[src/rtl/mips_mem_pkg.sv]
// Shared types and lane helpers for the MIPS data-memory responder.
// Little-endian: lane k is word[8k+7:8k].
package mips_mem_pkg;

  typedef enum logic [1:0] {
    IDLE,
    LOAD_RESP,
    STORE_MERGE
  } dmem_state_t;

  // Replace one byte lane of a word
  function automatic logic [31:0] merge_byte(
    input logic [31:0] word,
    input logic [1:0]  lane,
    input logic [7:0]  b
  );
    logic [31:0] w;
    w = word;
    w[8*lane +: 8] = b;
    return w;
  endfunction

  // Pull one byte lane out of a word, sign- or zero-extended
  function automatic logic [31:0] extract_byte(
    input logic [31:0] word,
    input logic [1:0]  lane,
    input logic        sext
  );
    logic [7:0] b;
    b = word[8*lane +: 8];
    return sext ? {{24{b[7]}}, b} : {24'b0, b};
  endfunction

endpackage

[src/rtl/sync_ram_1rw.sv]
// Single-port word RAM, registered read.
// Read returns the old contents on a same-address write.
module sync_ram_1rw #(
  parameter int DEPTH = 64,
  localparam int AW = $clog2(DEPTH)
) (
  input  logic          clk,
  input  logic          we,
  input  logic [AW-1:0] addr,
  input  logic [31:0]   wdata,
  output logic [31:0]   rdata
);

  logic [31:0] mem [DEPTH];

  // Write port plus registered read-before-write
  always_ff @(posedge clk) begin
    if (we) mem[addr] <= wdata;
    rdata <= mem[addr];
  end

endmodule

[src/rtl/dmem_byte_rmw.sv]
// Data-memory responder: word/byte loads and stores,
// byte stores via read-modify-write on a 1RW RAM.
module dmem_byte_rmw
  import mips_mem_pkg::*;
#(
  parameter int DEPTH    = 64,
  parameter bit SIGN_EXT = 1'b1
) (
  input  logic        clk,
  input  logic        reset,
  input  logic        req,
  input  logic        memwrite,
  input  logic        byte_enable,
  input  logic [31:0] a,
  input  logic [31:0] wd,
  output logic [31:0] rd,
  output logic        resp_valid,
  output logic        stall,
  output logic        misaligned
);

  localparam int AW = $clog2(DEPTH);

  dmem_state_t   state_q, state_d;
  logic [AW-1:0] idx_q, idx_d;
  logic [1:0]    lane_q, lane_d;
  logic          be_q, be_d;
  logic [7:0]    byte_q, byte_d;

  logic          ram_we;
  logic [AW-1:0] ram_addr;
  logic [31:0]   ram_wdata;
  logic [31:0]   ram_rdata;

  logic          unused_a;
  assign unused_a = ^a[31:AW+2];

  sync_ram_1rw #(.DEPTH(DEPTH)) u_ram (
    .clk   (clk),
    .we    (ram_we),
    .addr  (ram_addr),
    .wdata (ram_wdata),
    .rdata (ram_rdata)
  );

  // State and latched request fields
  always_ff @(posedge clk) begin
    if (reset) begin
      state_q <= IDLE;
      idx_q   <= '0;
      lane_q  <= '0;
      be_q    <= 1'b0;
      byte_q  <= '0;
    end else begin
      state_q <= state_d;
      idx_q   <= idx_d;
      lane_q  <= lane_d;
      be_q    <= be_d;
      byte_q  <= byte_d;
    end
  end

  // Next state, RAM control, stall and response decode
  always_comb begin
    state_d    = state_q;
    idx_d      = idx_q;
    lane_d     = lane_q;
    be_d       = be_q;
    byte_d     = byte_q;
    ram_we     = 1'b0;
    ram_addr   = a[AW+1:2];
    ram_wdata  = wd;
    stall      = 1'b0;
    resp_valid = 1'b0;
    rd         = '0;
    misaligned = 1'b0;
    unique case (state_q)
      IDLE: begin
        if (req) begin
          misaligned = !byte_enable && (a[1:0] != 2'b00);
          if (memwrite && !byte_enable) begin
            ram_we = 1'b1;
          end else begin
            stall   = 1'b1;
            idx_d   = a[AW+1:2];
            lane_d  = a[1:0];
            be_d    = byte_enable;
            byte_d  = wd[7:0];
            state_d = memwrite ? STORE_MERGE : LOAD_RESP;
          end
        end
      end
      LOAD_RESP: begin
        ram_addr   = idx_q;
        resp_valid = 1'b1;
        rd         = be_q ? extract_byte(ram_rdata, lane_q, SIGN_EXT)
                          : ram_rdata;
        state_d    = IDLE;
      end
      STORE_MERGE: begin
        ram_addr  = idx_q;
        ram_we    = 1'b1;
        ram_wdata = merge_byte(ram_rdata, lane_q, byte_q);
        state_d   = IDLE;
      end
      default: state_d = IDLE;
    endcase
    // Reset drops any pending merge and quiets all outputs
    if (reset) begin
      state_d    = IDLE;
      ram_we     = 1'b0;
      stall      = 1'b0;
      resp_valid = 1'b0;
      rd         = '0;
      misaligned = 1'b0;
    end
  end

endmodule
[config.mk]
export PLATFORM = sky130hd
export DESIGN_NAME = dmem_byte_rmw
export DESIGN_NICKNAME = d
export VERILOG_FILES = /design/src/rtl/mips_mem_pkg.sv /design/src/rtl/sync_ram_1rw.sv /design/src/rtl/dmem_byte_rmw.sv
export SDC_FILE = /design/constraint.sdc
export NUM_CORES = 2
export LEC_CHECK = 0
export ABC_CLOCK_PERIOD_IN_PS = 5250
export BUFFER_PORTS_ARGS = -buffer_cell sky130_fd_sc_hd__buf_2
export CAP_MARGIN = 20
export CORE_UTILIZATION = 35
export DETAILED_ROUTE_END_ITERATION = 10
export PLACE_DENSITY_LB_ADDON = 0.25
export RECOVER_POWER = 50
export SLEW_MARGIN = 20
export SYNTH_ARGS = -nofsm -noshare
export SYNTH_HDL_FRONTEND = slang
export SYNTH_SLANG_ARGS = --single-unit
[constraint.sdc]
create_clock -name clk -period 5.25 [get_ports clk]
set_clock_uncertainty 0.2 [all_clocks]
set_input_delay 1.3125 -clock clk [delete_from_list [all_inputs] [get_ports clk]]
set_output_delay 1.3125 -clock clk [all_outputs]
set_load 0.01 [all_outputs]
# Word level (Yosys, flattened, before mapping)
# Memory sizes are Yosys's and may differ from the RTL's. A register that Yosys moved wholly into a read port is not among the register bits.
# Cells that the tools add are included.
totals:
  memories: 1
  word_cells: 45
  mem_bits_rw: 2048
  reg_bits: 19
  output_inout_bits: 35
  input_bits: 69
mem_list:
  columns: ["name", "words", "word_bits", "read_ports", "rd_ports_with_merged_regs", "wr", "line", "rtl"]
  rows:
  - ["u_ram.mem", 64, 32, 1, 1, 1, "sync_ram_1rw.sv:14", "logic [31:0] mem [DEPTH];"]
op_classes:
  addsub: 1
  n_shift: 3
  n_eq_ne: 2
  n_reduce_logical: 9
  muxes: 22
  bitwise_logic: 2
op_table:
  columns: ["operator", "n"]
  rows:
  - ["two-way mux 32 bit", 4]
  - ["negation 5 -> 34 bit", 1]
  - ["variable shift 8 x 34 -> 32 bit, first input constant", 1]
  - ["indexed part select 8 x 34 -> 32 bit", 1]
  - ["bitwise mux 32 bit", 1]
  - ["indexed part select 32 x 6 -> 8 bit", 1]
  - ["two-way mux 1 bit", 14]
  - ["two-way mux 6 bit", 1]
  - ["OR reduction 2 bit", 2]
  - ["AND reduction 3 bit", 1]
  - ["== test 2 x 1 -> 1 bit, second input constant", 1]
  - ["== test 2 bit, second input constant", 1]
  - ["logical AND 1 bit", 2]
  - ["zero test 2 bit", 1]
  - ["two-way mux 2 bit", 1]
  - ["NOT 1 bit", 2]
  - ["case mux 1 bit (2 select lines)", 1]
  - ["AND reduction 2 bit", 1]
  - ["nonzero test 2 bit", 1]
  - ["zero test 1 bit", 1]

# Logic depth before layout (Yosys ltp)
depth:
  depth_word: 8
  mapped_depth: 13
  depth_no_buf: 8

# Modules after synthesis
# A second synthesis with hierarchy kept.
unflattened:
  cells_unflattened: 4588
  area_unflattened_um2: 81212.9
by_module_without_submodules:
  columns: ["mod", "cells_each", "area_each_um2", "n_inst", "seq_area_each_um2"]
  rows:
  - ["sync_ram_1rw", 4239, 78928.2, 1, 62139.6]
  - ["dmem_byte_rmw", 349, 2284.7, 1, 380.4]

# Least setup slack after synthesis
# Ideal clock, no wire load.
synth_timing:
  path_type: "input to register"
  start: "input a[4]"
  end: "memory u_ram.mem[12][0], enable pin"
  setup_ns: 0.421
  n_path_buf: 5
  t_required_ns: 4.629
  path_stages: 9
  arrival_ns: 4.552
  setup_slack_ns: 0.077
  path_cell_list: "buf_2 or4b_2 nand2_1 buf_2 buf_2 buf_2 buf_2 nand2_1 nor2_1"
synth_via:
  elab_chain_len: 1
synth_lines:
  columns: ["element", "line", "rtl"]
  rows:
  - ["start, declared", "dmem_byte_rmw.sv:14", "input logic [31:0] a,"]
  - ["two-way mux 6 bit", "dmem_byte_rmw.sv:77", "unique case (state_q)"]
  - ["end, declared", "sync_ram_1rw.sv:14", null]
# Every way passes these cells.

# Worst setup path after layout
layout_timing:
  start: "register lane_q[0]"
  end: "memory u_ram.mem[17][0], data pin"
layout_via:
  elab_chain_len: 4
  elab_cells_between_ends: 5
  classes_between: "add/sub (1); shift (2); mux (2)"
layout_lines:
  columns: ["element", "line", "rtl"]
  rows:
  - ["start, declared", "dmem_byte_rmw.sv:26", "logic [1:0] lane_q, lane_d;"]
  - ["start signal, assigned", "dmem_byte_rmw.sv:57", "lane_q <= lane_d;"]
  - ["negation 5 -> 34 bit *", "mips_mem_pkg.sv:19", "w[8*lane +: 8] = b;"]
  - ["indexed part select 8 x 34 -> 32 bit or variable shift 8 x 34 -> 32 bit (tied branches)", "mips_mem_pkg.sv:19", null]
  - ["bitwise mux 32 bit *", "mips_mem_pkg.sv:19", null]
  - ["two-way mux 32 bit *", "dmem_byte_rmw.sv:77", null]
  - ["net ram_wdata[0]", "dmem_byte_rmw.sv:32", "logic [31:0] ram_wdata;"]
# The timed path passes the listed nets; every way through them passes the cells marked *.

==> impl_metrics.csv <==
group,metric,value,unit
power,p_sw,8.824,mW
placed_design,hpwl,149200,um
timing,slew-limit-headroom,-51.90,%
die,die-area,0.2259,mm^2
grt,grt_overflow,0,
timing,rsz0062_at_grt,"no",
routing,drc,0,
placed_design,dp.cells,7565,
final_layout,drive_above_1_share,18.70,%
power,p_clk_share,39.2,%
clock_tree,htree_levels,4,
final_layout,final_cell_area,0.09141,mm^2
yosys,yosys_warnings,0,
final_layout,final-seq-area,0.06252,mm^2
grt,grt_pass1_wl,355200,um
yosys,yosys.area.top_type_share,78.45,%
final_layout,area_growth,16.62,%
yosys,synth.largest_area_cell,"edfxtp_1",
outcome,failed_checks,"max-capacitance violations, max-slew violations",
yosys,synth.distinct_cells,54,
clock_tree,cts_setup_buffers,0,
setup_path,required,5.73,ns
placed_design,place_congestion,0.8580,
placed_design,io_buffers,79,
power,leakage,28.37,nW
clock_tree,cts_tree,"built",
die,die_w,475.3,um
worst_hold_path,min_to,"idx_q[5]$_SDFFE_PP0N_",
final_layout,multi_input_area,0.01524,mm^2
die,rows,173,
grt,groute.usage.overall,22.45,%
timing,period_share,99.10,%
final_layout,fillers,19950,
yosys,syn_area,0.07839,mm^2
timing,final_max_slew_viol_count,692,
clock_tree,clkTransAtPathRegs,0.06,ns
clock_tree,numCtsBuffers,206,
yosys,synth_edf_count,2048,
die,die_height,475.3,um
placed_design,place_area,0.08551,mm^2
power,seq_power_share,52.1,%
grt,first_global_vias,44030,
yosys,ys_seq_elements,2099,
timing,fmaxAchievable,192.2,MHz
die,start_util,35.26,%
setup_path,r2r_cells,8,
power,comb_power_share,8.7,%
final_layout,final_cells,7954,
clock_tree,holdBufCountCts,0,
clock_tree,cts_root_buf,"clkbuf_16",
worst_hold_path,hold-path-cell-count,2,
setup_path,reg2reg_to,"u_ram.mem[17][0]$_DFFE_PP_",
power,p_sw_share,24.24,%
clock_tree,cts_sinks,2099,
power,pwr_density_cell,398.3,mW/mm^2
yosys,syn-instance-count,4481,
die,core,0.2223,mm^2
die,io_pins,104,
job,max_cap_violations,20,
yosys,async_flop_share,0,%
power,vdd_drop_max,306.6,uV
yosys,synth_nets,4558,
grt,grt_max_degree,77,
routing,initialDrtViolationCount,6801,
setup_path,end_kind,"flop",
yosys,synth.top_cells.by_area,"edfxtp_1, a22oi_1, mux2_2",
routing,viasPerCell,5.820,
routing,vias,46290,
worst_hold_path,min_path_type,"reg -> reg",
yosys,seq_area_frac_synth,79.76,%
routing,dr.pass1.iters,9,
outcome,status,"complete, but fails checks",
final_layout,layout.nets,4877,
setup_path,reg2reg_slack,0.05,ns
timing,worst_pin_slew,2.270,ns
yosys,synthFlopType,"edfxtp_1",
clock_tree,clock_latency,0.85,ns
timing,period_minus_slack,5.203,ns
setup_path,r2r_start,"lane_q[0]$_SDFFE_PP0N_",
clock_tree,clk_path_buf_depth,3,
grt,antenna_found_initial,16,
power,p_int,27.58,mW
routing,ant_nets,0,
routing,routedWlPerCell,32.40,um
timing,finalHoldViolCount,0,
setup_path,critPathKind,"reg -> reg",
setup_path,crit_arrival,5.68,ns
clock_tree,ctsResizeCount,0,
setup_path,critPathLaunchType,"flop",
timing,finalSetupViolCount,0,
setup_path,crit_fanout,26,
routing,wl,257700,um
yosys,avgSynthCellArea,17.49,um^2
timing,fin_setup_tns,0,ns
worst_hold_path,hold_start,"idx_q[5]$_SDFFE_PP0N_",
==> power by group through the flow <==
stage | Combinational, mW | Clock, mW | Sequential [mW]
floorplan | 1.54 | 0 | 19.2
global placement | 3.15 | 0 | 19.3
detailed placement | 3.18 | 0 | 19.3
CTS | 3.19 | 14.4 | 18.9
global route | 3.32 | 15.1 | 18.9
finish | 3.18 | 14.3 | 19.0
==> critical path: stages, from the launching register on <==
cell and delay [ns]:
dfxtp_1 0.90, inv_1 0.20, ha_1 0.41, nor4bb_1 0.42, clkbuf_1 0.40, a21oi_1 0.13
a21oi_1 1.30, clkbuf_2 0.72, buf_4 0.31
==> cells by family (layout without fill, tap and decap cells) <==
logic type	after synthesis	after routing	share of synthesized area (%)
simple gates	614	614	3.499
other cells	0	10	0
compound gates	1192	1192	11.33
mux	260	260	3.649
flops	2099	2099	79.76
buf+inv	308	796	1.638
fa+ha+maj	8	8	0.1277
==> state kept, by name, indices dropped and copies added (netlist names) <==
register	cells
state_q	2
u_ram.rdata	32
be_q	1
idx_q	6
u_ram.mem	2048
lane_q	2
byte_q	8
==> cells in the mapped netlist, drive strengths merged, types with 55 or more instances <==
cell type / count
a31oi: 204
nand2: 330
a222oi: 190
a21o: 61
mux2i: 63
edfxtp: 2048
a22oi: 377
mux2: 196
buf: 119
nor4: 55
clkbuf: 178
nor2: 126
a21oi: 165
==> cell usage in the layout (no fill, tap or decap), drive strengths merged, types with 11 or more instances in the layout <==
cell	synthesis	final
o21ai	30	30
a221oi	34	34
buf	119	336
mux2	196	196
a31oi	204	204
mux2i	63	63
nor2	126	126
a222oi	190	190
bufinv	0	11
nand2b	32	32
edfxtp	2048	2048
clkbuf	178	348
o22a	30	30
nor2b	12	12
a21oi	165	165
a221o	38	38
nand3	14	14
inv	10	20
a22oi	377	377
o22ai	13	13
clkinv	1	80
a22o	17	17
a21o	61	61
dfxtp	51	51
a21boi	11	11
nand2	330	330
nor4	55	55
==> how the worst max path moves through the flow <==
stage                                 from                     endpoint  slack [ns]
CTS                 lane_q[0]$_SDFFE_PP0N_                       rd[17]        0.18
detailed placement                    a[2]       u_ram.rdata[9]$_DFF_P_        0.21
floorplan                             a[4]   u_ram.mem[12][0]$_DFFE_PP_        0.08
finish              lane_q[0]$_SDFFE_PP0N_   u_ram.mem[17][0]$_DFFE_PP_        0.05
global placement                      a[2]      u_ram.rdata[19]$_DFF_P_       -0.30
global route        lane_q[0]$_SDFFE_PP0N_  u_ram.mem[57][20]$_DFFE_PP_        0.04
==> layer usage <==
layer	part of all wire [%]	track usage (%)	wire length, um	up-vias
met5	0.0050	0	13	-
met4	2.7	6.237	6994	2
met3	8.5	3.849	21950	334
met2	46	35.55	119800	2258
met1	42	31.71	109000	24500
li1	-	-	-	19200
==> area by class of cell <==
type | count | share of cell area (%)
clock inverters | 101 | 1.027
flip-flops and latches | 2099 | 68.39
clock buffers | 276 | 6.006
well taps | 2975 | 4.072
diodes | 10 | 0.02737
repair buffers | 408 | 3.764
multi-input cells | 2074 | 16.67
inverters | 11 | 0.04517
==> per-stage QoR <==
step	power, mW	worst slack [ns]	utilization, %	hold slack [ns]
after CTS	36.55	0.1837	41.36	0.2831
after global placement	22.43	-0.3048	38.45	0.2591
final	36.41	0.04747	41.12	0.2844
after floorplan	20.73	0.07707	-	0.2455
after detailed placement	22.46	0.2072	38.47	0.2687
after global routing	37.32	0.04243	41.12	0.3205
Note: power is estimated with default switching activity, not from simulation.
